$ cat src/rtl/nread_responder.sv
// SRIO target-side NREAD responder: HELLO NREAD in, AXI4 burst read, RESPONSE with data out.
// Define NREAD_RESP_STATS_EN to add saturating served/err/drop counters.
module nread_responder #(
    parameter logic [31:0] WIN_BASE      = 32'h0000_0000,
    parameter int          WIN_SIZE_LOG2 = 20,
    parameter int          MAX_DW        = 32
) (
    input  logic        aclk,
    input  logic        areset,
    input  logic        s_axis_treq_tvalid,
    output logic        s_axis_treq_tready,
    input  logic        s_axis_treq_tlast,
    input  logic [63:0] s_axis_treq_tdata,
    input  logic [7:0]  s_axis_treq_tkeep,
    output logic        m_axis_tresp_tvalid,
    input  logic        m_axis_tresp_tready,
    output logic        m_axis_tresp_tlast,
    output logic [63:0] m_axis_tresp_tdata,
    output logic [7:0]  m_axis_tresp_tkeep,
    output logic [31:0] m_axi_araddr,
    output logic [7:0]  m_axi_arlen,
    output logic [2:0]  m_axi_arsize,
    output logic [1:0]  m_axi_arburst,
    output logic        m_axi_arvalid,
    input  logic        m_axi_arready,
    input  logic [63:0] m_axi_rdata,
    input  logic [1:0]  m_axi_rresp,
    input  logic        m_axi_rlast,
    input  logic        m_axi_rvalid,
    output logic        m_axi_rready,
    output logic        busy,
`ifdef NREAD_RESP_STATS_EN
    output logic [15:0] served_cnt,
    output logic [15:0] err_cnt,
    output logic [15:0] drop_cnt,
`endif
    output logic        resp_done
);

    localparam int          PW        = $clog2(MAX_DW + 1);
    localparam int          AW        = (MAX_DW > 1) ? $clog2(MAX_DW) : 1;
    localparam logic [8:0]  MAX_DW9   = 9'(MAX_DW);
    localparam logic [34:0] WIN_LIMIT = 35'd1 << WIN_SIZE_LOG2;

    // state | meaning: IDLE accept header | DROP discard packet | CHECK validate | AR address
    // RDATA fill buffer | RSP_HDR/RSP_DATA data response | ERR_HDR error response
    typedef enum logic [2:0] {
        S_IDLE, S_DROP, S_CHECK, S_AR, S_RDATA, S_RSP_HDR, S_RSP_DATA, S_ERR_HDR
    } state_t;

    state_t       r_state;
    logic [7:0]   r_tid;
    logic [1:0]   r_prio;
    logic         r_crf;
    logic [7:0]   r_size;
    logic [33:0]  r_addr;
    logic [PW-1:0] r_wptr;
    logic [PW-1:0] r_rptr;
    logic         r_err;
    logic [63:0]  r_buf [MAX_DW];

    logic         w_is_nread;
    logic [8:0]   w_ndw;
    logic [8:0]   w_ndw_m1;
    logic [34:0]  w_end;
    logic         w_req_ok;
    logic [1:0]   w_rprio;
    logic         w_resp_hs;
    logic         w_rbeat;
    logic         w_wr;
    logic         w_data_last;
    logic         w_unused;

    assign w_is_nread = (s_axis_treq_tdata[55:52] == 4'h2) && (s_axis_treq_tdata[51:48] == 4'h4);
    // (SIZE+1)>>3 without a 9-bit add: the low three bits only carry when they are all ones
    assign w_ndw      = {4'b0, r_size[7:3]} + {8'b0, &r_size[2:0]};
    assign w_ndw_m1   = w_ndw - 9'd1;
    assign w_end      = {1'b0, r_addr} + {27'd0, r_size};
    assign w_req_ok   = (r_addr[2:0] == 3'b000) && (r_size[2:0] == 3'b111) &&
                        (w_ndw != 9'd0) && (w_ndw <= MAX_DW9) && (w_end < WIN_LIMIT);
    assign w_rprio    = (r_prio == 2'd3) ? 2'd3 : r_prio + 2'd1;
    assign w_resp_hs  = m_axis_tresp_tvalid && m_axis_tresp_tready;
    assign w_rbeat    = (r_state == S_RDATA) && m_axi_rvalid;
    assign w_wr       = w_rbeat && (9'(r_wptr) < w_ndw);
    assign w_data_last = (9'(r_rptr) == w_ndw_m1);
    assign w_unused   = ^{s_axis_treq_tkeep, s_axis_treq_tdata[47], s_axis_treq_tdata[35:34], w_ndw_m1[8]};

    assign s_axis_treq_tready  = !areset && ((r_state == S_IDLE) || (r_state == S_DROP));
    assign m_axi_arvalid       = (r_state == S_AR);
    assign m_axi_araddr        = WIN_BASE + r_addr[31:0];
    assign m_axi_arlen         = w_ndw_m1[7:0];
    assign m_axi_arsize        = 3'b011;
    assign m_axi_arburst       = 2'b01;
    assign m_axi_rready        = (r_state == S_RDATA);
    assign m_axis_tresp_tvalid = (r_state == S_RSP_HDR) || (r_state == S_RSP_DATA) || (r_state == S_ERR_HDR);
    assign m_axis_tresp_tkeep  = 8'hFF;
    assign busy                = (r_state != S_IDLE);
    assign resp_done           = !areset && w_resp_hs && m_axis_tresp_tlast;

    always_comb begin
        m_axis_tresp_tdata = 64'h0;
        m_axis_tresp_tlast = 1'b0;
        case (r_state)
            S_RSP_HDR:  m_axis_tresp_tdata = {r_tid, 4'hD, 4'h8, 1'b0, w_rprio, r_crf, 8'h00, 36'h0};
            S_RSP_DATA: begin
                m_axis_tresp_tdata = r_buf[r_rptr[AW-1:0]];
                m_axis_tresp_tlast = w_data_last;
            end
            S_ERR_HDR: begin
                m_axis_tresp_tdata = {r_tid, 4'hD, 4'h0, 1'b0, w_rprio, r_crf, 4'h0, 4'b0111, 36'h0};
                m_axis_tresp_tlast = 1'b1;
            end
            default: ;
        endcase
    end

    always_ff @(posedge aclk) begin
        if (w_wr) r_buf[r_wptr[AW-1:0]] <= m_axi_rdata;
    end

    always_ff @(posedge aclk) begin
        if (areset) begin
            r_state <= S_IDLE;
            r_tid   <= '0;
            r_prio  <= '0;
            r_crf   <= 1'b0;
            r_size  <= '0;
            r_addr  <= '0;
            r_wptr  <= '0;
            r_rptr  <= '0;
            r_err   <= 1'b0;
        end else begin
            case (r_state)
                S_IDLE: if (s_axis_treq_tvalid) begin
                    r_tid  <= s_axis_treq_tdata[63:56];
                    r_prio <= s_axis_treq_tdata[46:45];
                    r_crf  <= s_axis_treq_tdata[44];
                    r_size <= s_axis_treq_tdata[43:36];
                    r_addr <= s_axis_treq_tdata[33:0];
                    // a multi-beat NREAD is malformed and discarded like any foreign packet
                    if (!s_axis_treq_tlast)  r_state <= S_DROP;
                    else if (w_is_nread)     r_state <= S_CHECK;
                end
                S_DROP:  if (s_axis_treq_tvalid && s_axis_treq_tlast) r_state <= S_IDLE;
                S_CHECK: r_state <= w_req_ok ? S_AR : S_ERR_HDR;
                S_AR:    if (m_axi_arready) r_state <= S_RDATA;
                S_RDATA: if (m_axi_rvalid) begin
                    if (w_wr) r_wptr <= r_wptr + 1'b1;
                    if (m_axi_rresp != 2'b00) r_err <= 1'b1;
                    if (m_axi_rlast)
                        r_state <= (r_err || (m_axi_rresp != 2'b00)) ? S_ERR_HDR : S_RSP_HDR;
                end
                S_RSP_HDR: if (m_axis_tresp_tready) r_state <= S_RSP_DATA;
                S_RSP_DATA: if (m_axis_tresp_tready) begin
                    if (w_data_last) begin
                        r_state <= S_IDLE;
                        r_wptr  <= '0;
                        r_rptr  <= '0;
                        r_err   <= 1'b0;
                    end else begin
                        r_rptr  <= r_rptr + 1'b1;
                    end
                end
                S_ERR_HDR: if (m_axis_tresp_tready) begin
                    r_state <= S_IDLE;
                    r_wptr  <= '0;
                    r_rptr  <= '0;
                    r_err   <= 1'b0;
                end
                default: r_state <= S_IDLE;
            endcase
        end
    end

`ifdef NREAD_RESP_STATS_EN
    logic [15:0] r_served;
    logic [15:0] r_errs;
    logic [15:0] r_drops;

    always_ff @(posedge aclk) begin
        if (areset) begin
            r_served <= '0;
            r_errs   <= '0;
            r_drops  <= '0;
        end else begin
            if (w_resp_hs && (r_state == S_RSP_DATA) && w_data_last && (r_served != 16'hFFFF))
                r_served <= r_served + 16'd1;
            if (w_resp_hs && (r_state == S_ERR_HDR) && (r_errs != 16'hFFFF))
                r_errs <= r_errs + 16'd1;
            if ((r_state == S_IDLE) && s_axis_treq_tvalid && !w_is_nread && (r_drops != 16'hFFFF))
                r_drops <= r_drops + 16'd1;
        end
    end

    assign served_cnt = r_served;
    assign err_cnt    = r_errs;
    assign drop_cnt   = r_drops;
`endif

endmodule

$ cat config.mk
export PLATFORM = sky130hd
export DESIGN_NAME = nread_responder
export DESIGN_NICKNAME = d
export VERILOG_FILES = /design/src/rtl/nread_responder.sv
export SDC_FILE = /design/constraint.sdc
export NUM_CORES = 2
export LEC_CHECK = 0
export ABC_CLOCK_PERIOD_IN_PS = 7230
export BUFFER_PORTS_ARGS = -buffer_cell sky130_fd_sc_hd__buf_2
export CAP_MARGIN = 5
export CORE_MARGIN = 4
export CORE_UTILIZATION = 45
export CTS_CLUSTER_DIAMETER = 100
export DETAILED_ROUTE_END_ITERATION = 16
export PLACE_DENSITY_LB_ADDON = 0.1
export SLEW_MARGIN = 10
export SYNTH_ARGS = -nofsm -noshare
export SYNTH_HDL_FRONTEND = slang
export SYNTH_SLANG_ARGS = --single-unit
$ cat constraint.sdc
create_clock -name aclk -period 7.23 [get_ports aclk]
set_clock_uncertainty 0.15 [all_clocks]
set_input_delay 0.723 -clock aclk [delete_from_list [all_inputs] [get_ports aclk]]
set_output_delay 0.723 -clock aclk [all_outputs]
set_load 0.02 [all_outputs]
==> results by group <==
Routing
  – Initial DRC count: approximately 3800
  – Drt first pass iters: 5
  – DRC violations left: 0
  – Final wirelength: between 200000 and 250000 um
  – DR vias: a little under 40000
  – Number of vias per cell: between 5 and 6
  – Drt wl/cell: 32.0 um
  – Routed Antenna Nets: 0

CTS
  – Root Buffer: clkbuf_16
  – CTS tree: done
  – Deepest clock path buffer count: 3
  – Worst-Skew Late Latency: around 0.84 ns
  – Clock Sinks: roughly 2100
  – H-Tree Depth: 4
  – Total CTS buffers: between 200 and 250
  – Clock-pin slew of the registers on the worst-case setup and hold paths: 0.06 ns
  – CTS resizes: 0

STA
  – Final Hold Fails: 0
  – Slew @ Worst Pin: between 1 and 1.5 ns
  – Unrepaired setup endpoints after global routing: no
  – Min Clock Period, post-route: ~5.3 ns
  – Final count of pins violating max slew: 0
  – Period utilization: 0.728
  – Setup_tns: 0 ns
  – Fmax: between 150 and 200 MHz
  – Setup violators final: 0
  – Slew HR: 0.218

Setup path
  – Most Frequent Cell on Critical Path: mux4_2
  – Max stage delay on crit path: just over 1 ns
  – Slowest-stage cell, CP: dfxtp_4
  – Family with the most delay on the worst path: multiplexers
  – Critical Path RT: 6.36 ns
  – Critical path startpoint category: flip-flop
  – Critical path cell sequence: buf_4, mux4_2, mux4_2, mux2i_1, o22ai_1, buf_2
  – Crit path max fanout: about 40
  – Critical Path End Type: output pin
  – Arrival time at the worst endpoint: 4.39 ns
  – CP bufs+invs: 2
  – Crit Path Class: flip-flop to output pin

Floorplanning
  – Ports: 270
  – Placement row count: 156
  – Die area: between 0.15 and 0.2 mm2
  – Die width: between 400 and 500 um
  – Initial Utilization: 0.453
  – Chip height: 434 um
  – Core Region: approximately 0.18 mm2

Run
  – Max-Cap Viols: 0

Global route
  – Initial antenna violation count: 13
  – First-pass GRT wire length: approximately 300000 um
  – Largest net degree at the start of global routing: approximately 120
  – All-Layer GR Usage: 0.222
  – Vias in the first global route: between 30000 and 40000
  – Final global-route overflow total: 0

Yosys
  – Post-synthesis adder-cell area fraction: 0.00303
  – Number of synthesized flops with an enable pin: between 2000 and 2500
  – Simple-gate share of the synthesized area: 0.0177
  – Compound-Gate Fraction of Synth Area: 0.00954
  – Top cell type by total area after synthesis: edfxtp_1
  – Top_reg_cell synth: edfxtp_1
  – Avg Cell Area, Syn: ~23 um2
  – Largest family of logic cells by synthesized area: multiplexers
  – Yosys cell types: 62
  – Synthesis Warnings: 0
  – Post-Syn Area: a little over 0.08 mm2
  – Syn Inst Count: ~3600
  – Mux contribution to synthesized area: 0.184
  – Yosys top cell area share: 0.752
  – Post-synth ARST share: 0
  – Synth top area cells: edfxtp_1, mux4_2, dfxtp_1
  – Flops & latches, synth: 2122
  – Seq/Total Area, Yosys: 0.770
  – XOR/XNOR Fraction of Synth Area: 0.00203

Power and ir drop
  – LEAKAGE: between 20 and 30 nW
  – Worst vdd ir: 214 uV
  – Cell Pwr Density: about 280 mW/mm2
  – Overall power: about 0.026 W

Final layout
  – Area Growth Syn to Fin: 14.7%
  – Final #Nets: 4135
  – Layout cells sized above 1: 0.319
  – Finished Layout Cells: ~6500
  – Filler cell count: 14073
  – Seq. cell area: roughly 0.063 mm2
  – Multi-input gate area: about 0.018 mm2

Status
  – Status: complete, no violations

Placement
  – Dpl cells: 6061
  – RePlAce Congestion: around 0.75
  – Post-DP HPWL: roughly 110000 um
  – IO buf count: 245

Worst hold path
  – Hold Path Class: input pin to flip-flop
==> tightest hold or removal path: stages <==
cell and delay [ns]:
buf_2 0.09, o32ai_1 0.08, a21oi_1 0.14
==> power by group <==
| part | total, W | internal [W] | switching (W) | leakage [nW] |
|---|---|---|---|---|
| clock network | 0.0107 | 0.00607 | 0.00465 | 3.31 |
| registers | 0.0137 | 0.0136 | 0.0000987 | 19.0 |
| logic | 0.00160 | 0.000622 | 0.000975 | 6.24 |
==> repair_timing <==
item,CTS,global route
hold buffers,61,0
setup endpoints to repair,0,0
buffers inserted,0,0
hold endpoints to repair,53,0
==> area by class of cell <==
class                           count  area share
Clock buffer                      270      0.0602
Sequential cell                  2122       0.671
Clock inverter                    137      0.0121
Timing Repair Buffer              406      0.0320
Multi-Input combinational cell   1212       0.192
Antenna cell                        7    0.000187
Tap cell                         2370      0.0316
Inverter                           12    0.000480
==> worst paths after layout <==
check                               from                       to  slack [ns]  cells after the start
setup / recovery               flip-flop   m_axis_tresp_tdata[45]        1.97                      6
hold / removal            m_axi_rresp[0]       r_err$_SDFFE_PP0P_        0.09                      3
setup reg to reg  r_size[2]$_SDFFE_PP0P_  r_buf[29][29]$_DFFE_PP_        2.02                     12
hold reg to reg       r_err$_SDFFE_PP0P_       r_err$_SDFFE_PP0P_        0.30                      2
==> registers in the layout, summed over array words and instances, names as in the netlist, named ones only <==
name	count
r_crf	1
r_wptr	6
r_prio	2
r_tid	8
r_rptr	6
r_buf	2048
r_state	3
r_addr	34
r_size	8
r_err	1
==> per-layer routing <==
| layer | up-vias | track usage | routed length, um |
|---|---|---|---|
| li1 | 15910 | - | - |
| met1 | 21098 | 0.324 | 91100 |
| met4 | 8 | 0.0487 | 3650 |
| met2 | 1297 | 0.356 | 101000 |
| met5 | - | 0 | 48 |
| met3 | 261 | 0.0401 | 12900 |
==> cells in the final DEF, fill, tap and decap left out, types with 4 or more instances in the layout <==
master            n
buf_12           33
nand2_1         139
inv_6             4
diode_2           7
nor2b_1           6
inv_16            4
nand3_1          16
bufinv_16        15
clkinvlp_4        5
buf_4            67
conb_1           13
clkinv_2         39
o21ai_0          27
mux2i_1          66
ha_1             19
nor2_4           32
nor4_1            5
buf_2           245
edfxtp_1       2048
nand3b_1          4
nor2_1           68
dfxtp_1          69
xor2_1            6
nand4_1           6
mux4_2          640
clkinv_1         64
xnor2_1           6
and3_1            5
or3_1             8
clkbuf_1         52
a31oi_1           8
and2_1            4
nor3_1            6
dfxtp_4           5
clkinv_8          6
a21oi_1          71
dlygate4sd3_1    61
clkbuf_16       218
inv_1            12
==> synth_stat cells (2+ instances only) <==
master     number
nand4_1         6
dfxtp_1        74
nand2_1       140
conb_1          2
nor2_1        100
mux2i_1        66
buf_4          46
mux4_2        640
a311oi_1        3
a21oi_1        71
inv_1          12
nor4_1          5
a31oi_1         8
xnor2_1         6
nand3_1        17
and2_1          5
buf_1          58
a21o_1          3
xnor3_1         2
nor3_1          6
o22ai_1         3
nor2b_1         6
edfxtp_1     2048
o31ai_1         3
or4_1           2
or3b_2          2
or3_1           8
nand3b_1        4
o2111ai_1       2
nand2b_1        3
ha_1           19
a21boi_0        2
and4_1          2
clkbuf_1      125
o21ai_0        27
or2_2           3
or4b_2          2
xor2_1          6
and3_1          5
buf_6           3
nor3b_1         2
==> per-stage QoR <==
stage               utilization  hold slack, ns  setup slack, ns  instance area, um2
floorplan                     -           0.275             1.53               81900
global placement          0.478           0.290             2.02               86400
detailed placement        0.478           0.299             2.01               86400
CTS                       0.519          0.0220             1.74               93800
global route              0.519          0.0838             1.67               93800
finish                    0.519          0.0871             1.97               93800
==> cell families after synthesis <==
| logic type | after synthesis |
|---|---|
| multiplexers | 706 |
| adder cells (fa/ha/maj) | 20 |
| XOR/XNOR | 15 |
| AND/OR/NAND/NOR | 323 |
| buffers and inverters | 245 |
| other | 2 |
| AO/OA/AOI/OAI | 135 |
| flip-flops | 2122 |
Power figures use the tool's default switching activity.
